`src/rtl/mac_cfg_loader_if.sv`:
```
// Byte-stream configuration bus between the fabric and the loader, plus the
// cfg/cset pair the loader presents to a mac_cluster.
interface mac_cfg_loader_if #(
   parameter int IN_WIDTH  = 8,
   parameter int CFG_WIDTH = 132
);
   logic [IN_WIDTH-1:0]  in_data;
   logic                 in_valid;
   logic                 in_ready;
   logic [CFG_WIDTH-1:0] cfg;
   logic                 cset;

   // master: fabric side driving beats and observing the committed word
   modport master (
      output in_data,
      output in_valid,
      input  in_ready,
      input  cfg,
      input  cset
   );

   // slave: the loader
   modport slave (
      input  in_data,
      input  in_valid,
      output in_ready,
      output cfg,
      output cset
   );
endinterface

```
`src/rtl/mac_cfg_loader.sv`:
```
// Packs an LSB-first byte stream into one mac_cluster cfg word, strobes cset
// once per word and holds the cluster enable low while a load is in flight.
//
//   state  | meaning
//   -------+---------------------------------------------------------------
//   IDLE   | no load in progress, en follows en_in
//   LOAD   | at least one beat staged, waiting for the remaining beats
//   COMMIT | cfg just updated, cset high for this single cycle, no beats taken
module mac_cfg_loader #(
   parameter int MAC_CONF_WIDTH = 4,
   parameter int MAC_MIN_WIDTH  = 8,
   parameter int MAC_MULT_WIDTH = 2 * MAC_MIN_WIDTH,
   parameter int MAC_ACC_WIDTH  = 2 * MAC_MULT_WIDTH,
   parameter int IN_WIDTH       = 8
) (
   input  logic                   clk,
   input  logic                   rst,
   input  logic                   en_in,
   mac_cfg_loader_if.slave        bus,
   output logic                   en,
   output logic                   busy,
   output logic                   cfg_loaded
);
   localparam int CFG_WIDTH = 4 * MAC_ACC_WIDTH + MAC_CONF_WIDTH;
   localparam int BEATS     = (CFG_WIDTH + IN_WIDTH - 1) / IN_WIDTH;
   localparam int STG_WIDTH = BEATS * IN_WIDTH;
   localparam int CNT_W     = (BEATS > 1) ? $clog2(BEATS) : 1;
   localparam logic [CNT_W-1:0] LAST_CNT = CNT_W'(BEATS - 1);

   typedef enum logic [1:0] {
      IDLE   = 2'd0,
      LOAD   = 2'd1,
      COMMIT = 2'd2
   } state_t;

   state_t                 state_q, state_d;
   logic [CNT_W-1:0]       cnt_q, cnt_d;
   logic [STG_WIDTH-1:0]   staging_q, staging_d;
   logic [STG_WIDTH-1:0]   word;
   logic [CFG_WIDTH-1:0]   cfg_q, cfg_d;
   logic                   cset_q, cset_d;
   logic                   loaded_q, loaded_d;
   logic                   in_ready;
   logic                   accept;

   assign in_ready = (state_q != COMMIT);
   assign accept   = bus.in_valid && in_ready;

   always_ff @(posedge clk) begin
      if (rst) begin
         state_q   <= IDLE;
         cnt_q     <= '0;
         staging_q <= '0;
         cfg_q     <= '0;
         cset_q    <= 1'b0;
         loaded_q  <= 1'b0;
      end else begin
         state_q   <= state_d;
         cnt_q     <= cnt_d;
         staging_q <= staging_d;
         cfg_q     <= cfg_d;
         cset_q    <= cset_d;
         loaded_q  <= loaded_d;
      end
   end

   always_comb begin
      state_d   = state_q;
      cnt_d     = cnt_q;
      staging_d = staging_q;
      cfg_d     = cfg_q;
      cset_d    = 1'b0;
      loaded_d  = loaded_q;

      // staged word with the current beat merged in at the counter's slot
      word = staging_q;
      for (int k = 0; k < BEATS; k++) begin
         if (cnt_q == CNT_W'(k)) begin
            word[k*IN_WIDTH +: IN_WIDTH] = bus.in_data;
         end
      end

      case (state_q)
         IDLE, LOAD: begin
            if (accept) begin
               staging_d = word;
               if (cnt_q == LAST_CNT) begin
                  // bits beyond CFG_WIDTH in the final beat are dropped here
                  cfg_d   = word[CFG_WIDTH-1:0];
                  cset_d  = 1'b1;
                  cnt_d   = '0;
                  state_d = COMMIT;
               end else begin
                  cnt_d   = cnt_q + 1'b1;
                  state_d = LOAD;
               end
            end
         end
         COMMIT: begin
            loaded_d = 1'b1;
            state_d  = IDLE;
         end
         default: begin
            state_d = IDLE;
         end
      endcase
   end

   assign bus.in_ready = in_ready;
   assign bus.cfg      = cfg_q;
   assign bus.cset     = cset_q;
   assign busy         = (state_q != IDLE);
   assign en           = en_in && !busy;
   assign cfg_loaded   = loaded_q;
endmodule

```
`src/flat_wrapper.sv`:
```
// flat-port wrapper written by rule: the top's interface ports become plain ports
module mac_cfg_loader_flat 
#(
   parameter int MAC_CONF_WIDTH = 4,
   parameter int MAC_MIN_WIDTH  = 8,
   parameter int MAC_MULT_WIDTH = 2 * MAC_MIN_WIDTH,
   parameter int MAC_ACC_WIDTH  = 2 * MAC_MULT_WIDTH,
   parameter int IN_WIDTH       = 8
)
  (clk, rst, en_in, en, busy, cfg_loaded, bus_in_data, bus_in_valid, bus_in_ready, bus_cfg, bus_cset);
  mac_cfg_loader_if #(.IN_WIDTH(IN_WIDTH), .CFG_WIDTH((132))) bus_i ();
  input  logic clk;
  input  logic rst;
  input  logic en_in;
  output logic en;
  output logic busy;
  output logic cfg_loaded;
  input wire logic [$bits(bus_i.in_data)-1:0] bus_in_data;
  input wire logic [$bits(bus_i.in_valid)-1:0] bus_in_valid;
  output wire logic [$bits(bus_i.in_ready)-1:0] bus_in_ready;
  output wire logic [$bits(bus_i.cfg)-1:0] bus_cfg;
  output wire logic [$bits(bus_i.cset)-1:0] bus_cset;
  assign bus_i.in_data = bus_in_data;
  assign bus_i.in_valid = bus_in_valid;
  assign bus_in_ready = bus_i.in_ready;
  assign bus_cfg = bus_i.cfg;
  assign bus_cset = bus_i.cset;
  mac_cfg_loader #(.MAC_CONF_WIDTH(MAC_CONF_WIDTH), .MAC_MIN_WIDTH(MAC_MIN_WIDTH), .MAC_MULT_WIDTH(MAC_MULT_WIDTH), .MAC_ACC_WIDTH(MAC_ACC_WIDTH), .IN_WIDTH(IN_WIDTH)) u_core (.clk(clk), .rst(rst), .en_in(en_in), .bus(bus_i), .en(en), .busy(busy), .cfg_loaded(cfg_loaded));
endmodule
```
`config.mk`:
```
export PLATFORM = sky130hd
export DESIGN_NAME = mac_cfg_loader_flat
export DESIGN_NICKNAME = d
export VERILOG_FILES = /design/src/rtl/mac_cfg_loader_if.sv /design/src/rtl/mac_cfg_loader.sv /design/src/flat_wrapper.sv
export SDC_FILE = /design/constraint.sdc
export NUM_CORES = 1
export LEC_CHECK = 0
export ABC_AREA = 1
export ABC_CLOCK_PERIOD_IN_PS = 2000
export BUFFER_PORTS_ARGS = -buffer_cell sky130_fd_sc_hd__buf_2
export CORE_ASPECT_RATIO = 0.75
export CORE_MARGIN = 2
export CORE_UTILIZATION = 30
export DETAILED_ROUTE_END_ITERATION = 10
export HOLD_SLACK_MARGIN = 0.1
export PLACE_DENSITY = 0.49
export REMOVE_ABC_BUFFERS = 1
export SLEW_MARGIN = 20
export SYNTH_ARGS = -nofsm -noshare
export SYNTH_HDL_FRONTEND = slang
export SYNTH_SLANG_ARGS = --single-unit
```
`constraint.sdc`:
```
create_clock -name clk -period 2 [get_ports clk]
set_input_delay 0.3 -clock clk [delete_from_list [all_inputs] [get_ports clk]]
set_output_delay 0.3 -clock clk [all_outputs]
set_load 0.05 [all_outputs]
```
==> load_flow_metrics.sql, run 1 <==
INSERT INTO impl_metrics (metric_group, metric, value, unit) VALUES
('worst_setup_path', 'timing.setup.critical_path_class', 'reg2out', ''),
('sta', 'whs', '0.111', 'ns'),
('global_route', 'antenna_found_initial', '0', ''),
('sta', 'grt_setup_unrepaired', 'false', ''),
('cts', 'ctsHtreeMaxLevel', '1', ''),
('floorplan', 'die-width', '230', 'µm'),
('floorplan', 'die-area', '0.0401', 'mm²'),
('sta', 'final-hold-violation-count', '0', ''),
('layout', 'finish.net_count', '1883', ''),
('route', 'drt_iter0_drc', '906', ''),
('cts', 'cts_buffer_depth', '3', ''),
('synth', 'post_synth_arst_share', '0', ''),
('flow_run', 'maxCapViolCount', '0', ''),
('synth', 'yosys.cell_count.top_type', 'sky130_fd_sc_hd__nand2_1', ''),
('synth', 'yosysSeqAreaShare', '0.468', ''),
('cts', 'clk_latency', '0.57', 'ns'),
('pwr', 'ir_worst_vdd', '0.651', 'mV'),
('worst_setup_path', 'critPathMaxFanout', '4', ''),
('route', 'drt_pre_antenna_iters', '5', ''),
('synth', 'post-synth-top-area-fraction', '0.468', ''),
('place', 'io_buffer_count', '148', ''),
('route', 'route.detailed.wl_per_inst', '15.1', 'µm'),
('sta', 'layout_min_cycle_time', '1.85', 'ns'),
('run_status', 'outcome', 'finished, final reports clean', ''),
('sta', 'report.final.slew_viol_count', '0', ''),
('worst_hold_path', 'worst_hold_path.num_cells', '3', ''),
('layout', 'post_route_cells_drive_above_1_share', '0.134', ''),
('route', 'route.detailed.vias_per_inst', '4.58', ''),
('synth', 'yosys_most_used_dff', 'sky130_fd_sc_hd__dfxtp_1', ''),
('pwr', 'comb_power_share', '0.098', ''),
('cts', 'postCtsSetupBuffers', '0', ''),
('synth', 'post_synth_inst_count', '1739', ''),
('global_route', 'grt_first_pass_wirelength', '57.5', 'mm'),
('floorplan', 'floorplan.initialDensity', '0.303', ''),
('worst_setup_path', 'cp-start-kind', 'register', ''),
('global_route', 'grt_max_degree', '84', ''),
('pwr', 'power.internal', '0.00895', 'W'),
('global_route', 'overflow', '0', ''),
('synth', 'synthTopCellsByCount', '710 x sky130_fd_sc_hd__nand2_1, 270 x sky130_fd_sc_hd__dfxtp_1, 185 x sky130_fd_sc_hd__nor2_1, 153 x sky130_fd_sc_hd__inv_1, 121 x sky130_fd_sc_hd__nand3_1', ''),
('place', 'placed_cells_incl_taps', '2346', ''),
('synth', 'ys_warn_count', '0', ''),
('sta', 'slew_margin_rel', '0.681', ''),
('cts', 'clk_pin_slew_worst_paths', '0.06', 'ns'),
('route', 'detailroute.via_count', '11000', ''),
('layout', 'area_delta_synth_final', '20.3', '%'),
('place', 'gpl.final_weighted_congestion', '0.806', ''),
('sta', 'setup-tns-final', '0', 'ns'),
('layout', 'seq_area', '0.00541', 'mm²'),
('synth', 'post_synth_main_area_contributors', 'sky130_fd_sc_hd__dfxtp_1 47%, sky130_fd_sc_hd__nand2_1 23%, sky130_fd_sc_hd__nor2_1 6.0%', ''),
('floorplan', 'io-pin-count', '149', ''),
('route', 'antenna_violating_nets_post_route', '0', ''),
('sta', 'setup-violations-final', '0', ''),
('pwr', 'total_leakage_power', '7.36', 'nW'),
('sta', 'timing.clock.skew', '0.0247', 'ns'),
('sta', 'transition_at_the_pin_with_the_smallest_max_transition_slack', '0.478', 'ns'),
('route', 'route.detailed.drc', '0', ''),
('pwr', 'sequential_power_share', '0.464', ''),
('worst_hold_path', 'min-delay-path-class', 'in2reg', ''),
('floorplan', 'fp.coreArea', '0.0381', 'mm²'),
('place', 'dp_hpwl', '23.7', 'mm'),
('worst_setup_path', 'end_kind', 'primary output', ''),
('pwr', 'power_per_cell_area', '874', 'mW/mm²'),
('pwr', 'netSwitchingPower', '0.00318', 'W'),
('cts', 'numClockSinks', '270', ''),
('synth', 'yosys.area.top_type', 'sky130_fd_sc_hd__dfxtp_1', ''),
('synth', 'ys_types', '22', ''),
('cts', 'cts_tree', 'yes', ''),
('synth', 'edff_count_synth', '0', ''),
('synth', 'syn-cell-area', '0.0115', 'mm²'),
('cts', 'clock-root-buffer', 'sky130_fd_sc_hd__clkbuf_16', ''),
('layout', 'filler_cell_count', '4128', '');
-- timing repair --
item                                   CTS  global route
hold buffers                             1             0
setup endpoints to repair                0            17
endpoints found under the hold margin    1             0
resized for setup                        0             3
-- layout make-up --
cell class | count | share of cell area
well taps | 512 | 0.0461
clock buffers | 45 | 0.0624
multi-input cells | 1214 | 0.366
inverters | 157 | 0.0428
flip-flops and latches | 270 | 0.389
repair buffers | 194 | 0.0893
clock inverters | 6 | 0.00442
-- cell families after synthesis --
logic type | Yosys count | synth area share
flops | 270 | 0.468
simple gates | 1063 | 0.370
fa+ha+maj | 5 | 0.00542
buf+inv | 255 | 0.0927
xor+xnor | 1 | 0.000759
compound gates | 145 | 0.0632
-- worst paths after layout --
path / start / endpoint / slack [ns]
max reg2reg: u_core.cnt_q[0] / u_core.bus.cfg[35] / 0.16
min: bus_in_data[1] / u_core.bus.cfg[129] / 0.11
max: u_core.state_q[1] / en / 0.15
min reg2reg: u_core.bus.cfg[32] / u_core.bus.cfg[32] / 0.44
-- power groups by stage --
stage               combinational, W  clock [W]  sequential (W)
finish                       0.00119    0.00532         0.00563
global route                 0.00133    0.00570         0.00564
CTS                          0.00119    0.00549         0.00562
detailed placement           0.00119          0         0.00574
global placement             0.00117          0         0.00574
floorplan                   0.000624          0         0.00581
-- per-layer routing --
metal	global-route usage	wire length (µm)	part of all wire	vias up
met5	0	0	0	-
met4	0.0333	635	0.018	0
met3	0.0273	1690	0.047	42
met2	0.275	15400	0.43	238
met1	0.264	18500	0.51	5062
li1	-	-	-	5639
-- flip-flops by register name, indices dropped and copies added (netlist names) --
register and cells:
u_core.cfg_loaded 1, u_core.bus.cfg 132, u_core.staging_q 129, u_core.cnt_q 5
u_core.bus.cset 1, u_core.state_q 2
-- cell usage in the layout (no fill, tap or decap), drive strengths merged --
cell type	synthesis	final
clkinvlp	0	1
dfxtp	270	270
nor2	190	190
ha	5	5
nor3	5	5
nand3	121	121
inv	155	157
dlygate4sd3	0	1
nand2	714	714
bufinv	0	1
buf	46	193
o2111ai	1	1
a21oi	56	56
clkinv	2	4
nand4	33	33
o21ai	88	88
clkbuf	52	45
xor2	1	1
-- stage by stage --
stage | setup WS (ns) | area, µm² | utilization
detailed placement | 0.134 | 12900 | 0.340
CTS | 0.131 | 13900 | 0.364
finish | 0.152 | 13900 | 0.365
global placement | 0.155 | 12900 | 0.340
floorplan | -3.14 | 11100 | -
global route | 0.000727 | 13900 | 0.365
-- critical path, stage by stage (launching register included) --
cell                      delay (ns)
sky130_fd_sc_hd__dfxtp_1        0.33
sky130_fd_sc_hd__inv_1          0.16
sky130_fd_sc_hd__nand2_1        0.14
sky130_fd_sc_hd__nor2_1         0.10
sky130_fd_sc_hd__buf_2          0.26
(Power assumes the default switching activity.)
==> run 2, diff against run 1 <==
--- a/config.mk
+++ b/config.mk
@@ -5,7 +5,6 @@
 export SDC_FILE = /design/constraint.sdc
 export NUM_CORES = 1
 export LEC_CHECK = 0
-export ABC_AREA = 1
 export ABC_CLOCK_PERIOD_IN_PS = 2000
 export BUFFER_PORTS_ARGS = -buffer_cell sky130_fd_sc_hd__buf_2
 export CORE_ASPECT_RATIO = 0.75
==> run 2 against run 1 <==
Effect of this change:
- register-to-register slack got worse by 0.095 ns
- critical endpoint is now u_core.bus.cfg[46]
- hold slack improved by 0.033 ns
- critical path depth rose by 1
- largest power group unchanged
- clock power rose by 4.5%
- via count fell by 3.4%
- critical path type is now reg2reg
- combinational power rose by 49%
- largest cell class is now multi-input combinational cells
- cell area rose by 3.2%
==> load_flow_metrics.sql, run 2 <==
INSERT INTO impl_metrics (metric_group, metric, value, unit) VALUES
('run_status', 'outcome', 'finished, final reports clean', ''),
('worst_setup_path', 'cp-start-kind', 'register', ''),
('global_route', 'antenna_found_initial', '0', ''),
('layout', 'post_route_cells_drive_above_1_share', '0.210', ''),
('place', 'dp_hpwl', '23.9', 'mm'),
('layout', 'area_delta_synth_final', '22.0', '%'),
('floorplan', 'io-pin-count', '149', ''),
('route', 'm1WireLength', '19.6', 'mm'),
('floorplan', 'die-width', '232', 'µm'),
('place', 'placed_cells_incl_taps', '1923', ''),
('synth', 'yosys.area_share.adder', '0.00533', ''),
('synth', 'synth.ff_latch_count', '269', ''),
('cts', 'clk_latency', '0.55', 'ns'),
('layout', 'post-route-cell-area', '0.0143', 'mm²'),
('synth', 'synth.area.mux_share', '0.0622', ''),
('synth', 'yosys.area.top_type', 'sky130_fd_sc_hd__dfxtp_1', ''),
('worst_setup_path', 'critical_path_cell_with_the_highest_stage_delay', 'sky130_fd_sc_hd__dfxtp_1', ''),
('route', 'antenna_violating_nets_post_route', '0', ''),
('synth', 'synthTopCellsByCount', '269 x sky130_fd_sc_hd__dfxtp_1, 261 x sky130_fd_sc_hd__a21oi_1, 133 x sky130_fd_sc_hd__nand3_1, 121 x sky130_fd_sc_hd__nand2_1, 116 x sky130_fd_sc_hd__o21ai_0', ''),
('flow_run', 'maxCapViolCount', '0', ''),
('layout', 'most_common_cell_after_layout_fill_and_taps_aside', 'sky130_fd_sc_hd__dfxtp_1', ''),
('global_route', 'overflow', '0', ''),
('route', 'postRouteWirelength', '38.8', 'mm'),
('place', 'io_buffer_count', '148', ''),
('synth', 'ys_types', '42', ''),
('sta', 'transition_at_the_pin_with_the_smallest_max_transition_slack', '0.852', 'ns'),
('sta', 'slew_margin_rel', '0.431', ''),
('synth', 'synth.avg_cell_area', '8.59', 'µm²'),
('route', 'route.detailed.drc', '0', ''),
('pwr', 'clock_power_share', '0.429', ''),
('worst_setup_path', 'critPathMaxFanout', '8', ''),
('cts', 'ctsHtreeMaxLevel', '1', ''),
('worst_setup_path', 'end_kind', 'register', ''),
('layout', 'seq_area', '0.00539', 'mm²'),
('synth', 'yosys.area_share.simple', '0.142', ''),
('sta', 'setup-violations-final', '0', ''),
('pwr', 'power.internal', '0.00935', 'W'),
('layout', 'layout_common_cells', '266 x sky130_fd_sc_hd__dfxtp_1, 261 x sky130_fd_sc_hd__a21oi_1, 146 x sky130_fd_sc_hd__buf_2', ''),
('cts', 'clk_pin_slew_worst_paths', '0.06', 'ns'),
('pwr', 'total_power', '0.0130', 'W'),
('synth', 'post_synth_main_area_contributors', 'sky130_fd_sc_hd__dfxtp_1 46%, sky130_fd_sc_hd__a21oi_1 11%, sky130_fd_sc_hd__mux2i_1 6.2%', ''),
('place', 'post_dp_cell_area', '0.0133', 'mm²'),
('pwr', 'sequential_power_share', '0.435', ''),
('cts', 'numClockSinks', '269', ''),
('synth', 'yosys_most_used_dff', 'sky130_fd_sc_hd__dfxtp_1', ''),
('synth', 'ys_warn_count', '0', ''),
('cts', 'numCtsBuffers', '28', ''),
('synth', 'edff_count_synth', '0', ''),
('pwr', 'power_per_cell_area', '904', 'mW/mm²'),
('layout', 'largest_register_ffs', '132', ''),
('global_route', 'vias_in_the_first_global_route', '9915', ''),
('worst_setup_path', 'timing.critical_path.buf_inv', '1', ''),
('route', 'dr_wl_met2', '16.8', 'mm'),
('route', 'top_layer_used', 'met4', ''),
('layout', 'final-instance-count-excl-fill', '1976', ''),
('global_route', 'grt_usage', '0.186', ''),
('sta', 'report.final.slew_viol_count', '0', ''),
('floorplan', 'die-area', '0.0408', 'mm²'),
('floorplan', 'fp.coreArea', '0.0384', 'mm²'),
('cts', 'number_of_buffers_inserted_by_hold_repair_at_cts', '0', ''),
('floorplan', 'floorplan.initialDensity', '0.306', ''),
('sta', 'grt_setup_unrepaired', 'true', ''),
('worst_setup_path', 'path_delay_family', 'flip-flops', ''),
('sta', 'final-hold-violation-count', '0', ''),
('layout', 'filler_cell_count', '3931', ''),
('pwr', 'ir_worst_vdd', '0.608', 'mV'),
('layout', 'multiInputGateArea', '0.00558', 'mm²'),
('synth', 'post-synth-top-area-fraction', '0.459', ''),
('worst_setup_path', 'worstPathRequired', '2.43', 'ns'),
('synth', 'synth_compound_gate_area_share', '0.254', ''),
('worst_setup_path', 'worst_ep_arrival_time', '2.36', 'ns'),
('synth', 'yosysSeqAreaShare', '0.459', ''),
('worst_setup_path', 'cp_cell_sequence', 'ha_1 -> nor4bb_2 -> buf_4 -> mux2i_1 -> a211oi_1', ''),
('synth', 'largest_family_of_logic_cells_by_synthesized_area', 'compound AO/OA/AOI/OAI gates', ''),
('sta', 'period_utilisation_layout', '0.968', ''),
('route', 'route.detailed.wl_per_inst', '19.6', 'µm'),
('synth', 'yosys.cell_count.top_type', 'sky130_fd_sc_hd__dfxtp_1', ''),
('worst_setup_path', 'ff2ff_setup_slack', '0.06', 'ns'),
('sta', 'timing.fmax', '517', 'MHz'),
('global_route', 'grt_first_pass_wirelength', '60.3', 'mm'),
('route', 'drt_iter0_drc', '1034', ''),
('sta', 'setup-tns-final', '0', 'ns'),
('global_route', 'grt_max_degree', '73', ''),
('pwr', 'switching_share', '0.279', ''),
('worst_setup_path', 'crit_path_max_incr_delay', '0.42', 'ns'),
('synth', 'post_synth_arst_share', '0', ''),
('synth', 'post_synth_inst_count', '1367', ''),
('synth', 'syn-cell-area', '0.0117', 'mm²'),
('place', 'gpl.final_weighted_congestion', '0.752', ''),
('route', 'route.detailed.vias_per_inst', '5.37', ''),
('sta', 'timing.clock.skew', '0.00869', 'ns'),
('layout', 'antenna_cells', '0', ''),
('pwr', 'total_leakage_power', '4.76', 'nW'),
('layout', 'finish.net_count', '1461', ''),
('worst_setup_path', 'timing.setup.critical_path_class', 'reg2reg', ''),
('floorplan', 'rows', '62', ''),
('route', 'detailroute.via_count', '10600', ''),
('pwr', 'comb_power_share', '0.136', ''),
('synth', 'synth_xor_xnor_area_share', '0.00149', ''),
('sta', 'layout_min_cycle_time', '1.94', 'ns'),
('pwr', 'netSwitchingPower', '0.00362', 'W'),
('floorplan', 'dieHeight', '175', 'µm'),
('route', 'detailroute.wirelength.met3', '1.94', 'mm'),
('worst_hold_path', 'min-delay-path-class', 'in2reg', ''),
('route', 'drt_pre_antenna_iters', '5', ''),
('cts', 'cts_buffer_depth', '3', ''),
('cts', 'cts_tree', 'yes', ''),
('cts', 'clock-root-buffer', 'sky130_fd_sc_hd__clkbuf_16', '');
-- run 2: changes by cell type in the layout (fill, tap and decap cells not counted), sizes merged, moves of 8 or more --
| cell | change |
|---|---|
| nand2 | -593 |
| a21oi | +205 |
| nor2 | -185 |
| inv | -151 |
| a211oi | +73 |
| mux2i | +73 |
| a311oi | +56 |
| buf | +38 |
| o21ai | +37 |
| nand4 | -33 |
| nand3 | +12 |
| nor4bb | +8 |
-- run 2: area by class of cell --
type | instances | share of cell area
Multi-Input combinational cell | 908 | 0.389
Sequential cell | 269 | 0.376
Timing Repair Buffer | 232 | 0.121
Clock buffer | 39 | 0.0561
Tap cell | 512 | 0.0447
Clock inverter | 11 | 0.0111
Inverter | 5 | 0.00131
-- run 2: worst register-to-register path, cell delays in order, from the launching register on --
cell,delay [ns]
sky130_fd_sc_hd__dfxtp_1,0.42
sky130_fd_sc_hd__ha_1,0.31
sky130_fd_sc_hd__nor4bb_2,0.37
sky130_fd_sc_hd__buf_4,0.26
sky130_fd_sc_hd__mux2i_1,0.34
sky130_fd_sc_hd__a211oi_1,0.12
-- run 2: final timing paths --
| path | cells after the start | end | start |
|---|---|---|---|
| setup reg to reg | 5 | u_core.bus.cfg[46] | u_core.cnt_q[0] |
| setup / recovery | 5 | u_core.bus.cfg[46] | u_core.cnt_q[0] |
| hold reg to reg | 2 | u_core.cfg_loaded | u_core.cfg_loaded |
| hold / removal | 3 | u_core.staging_q[95] | bus_in_data[7] |
-- run 2: cells by family (layout without fill, tap and decap cells) --
family	count (synthesis)	in the layout
AOI/OAI and AO/OA	517	517
buffers and inverters	190	287
and+or+nand+nor	311	311
xor gates and xnor gates	2	2
adders and majority gates	5	5
muxes	73	73
DFF	269	269
-- run 2: through the flow --
stage	util	setup WS, ns	hold slack, ns
2_1_floorplan	-	-4.27	0.369
3_3_place_gp	0.347	0.0426	0.432
3_5_place_dp	0.347	0.0472	0.444
4_1_cts	0.372	0.00385	0.129
5_1_grt	0.373	-0.0379	0.160
6_report	0.373	0.0647	0.144
-- run 2: metal layers --
layer,vias to the layer above,global-route usage
li1,5127,-
met1,5159,0.286
met2,286,0.276
met3,34,0.0292
met4,0,0.0252
met5,-,0
-- run 2: repair_timing --
action                     in CTS  in global routing
setup endpoints to repair       2                117
pin swaps                       0                  0
gates resized for setup         5                  3
buffers inserted                0                  3
-- run 2: power by group through the flow --
stage / sequential [W] / combinational, W / clock (W)
after floorplan: 0.00621 / 0.000526 / 0
after global placement: 0.00576 / 0.00175 / 0
after detailed placement: 0.00576 / 0.00176 / 0
after CTS: 0.00564 / 0.00177 / 0.00567
after global routing: 0.00565 / 0.00189 / 0.00589
final: 0.00564 / 0.00177 / 0.00556
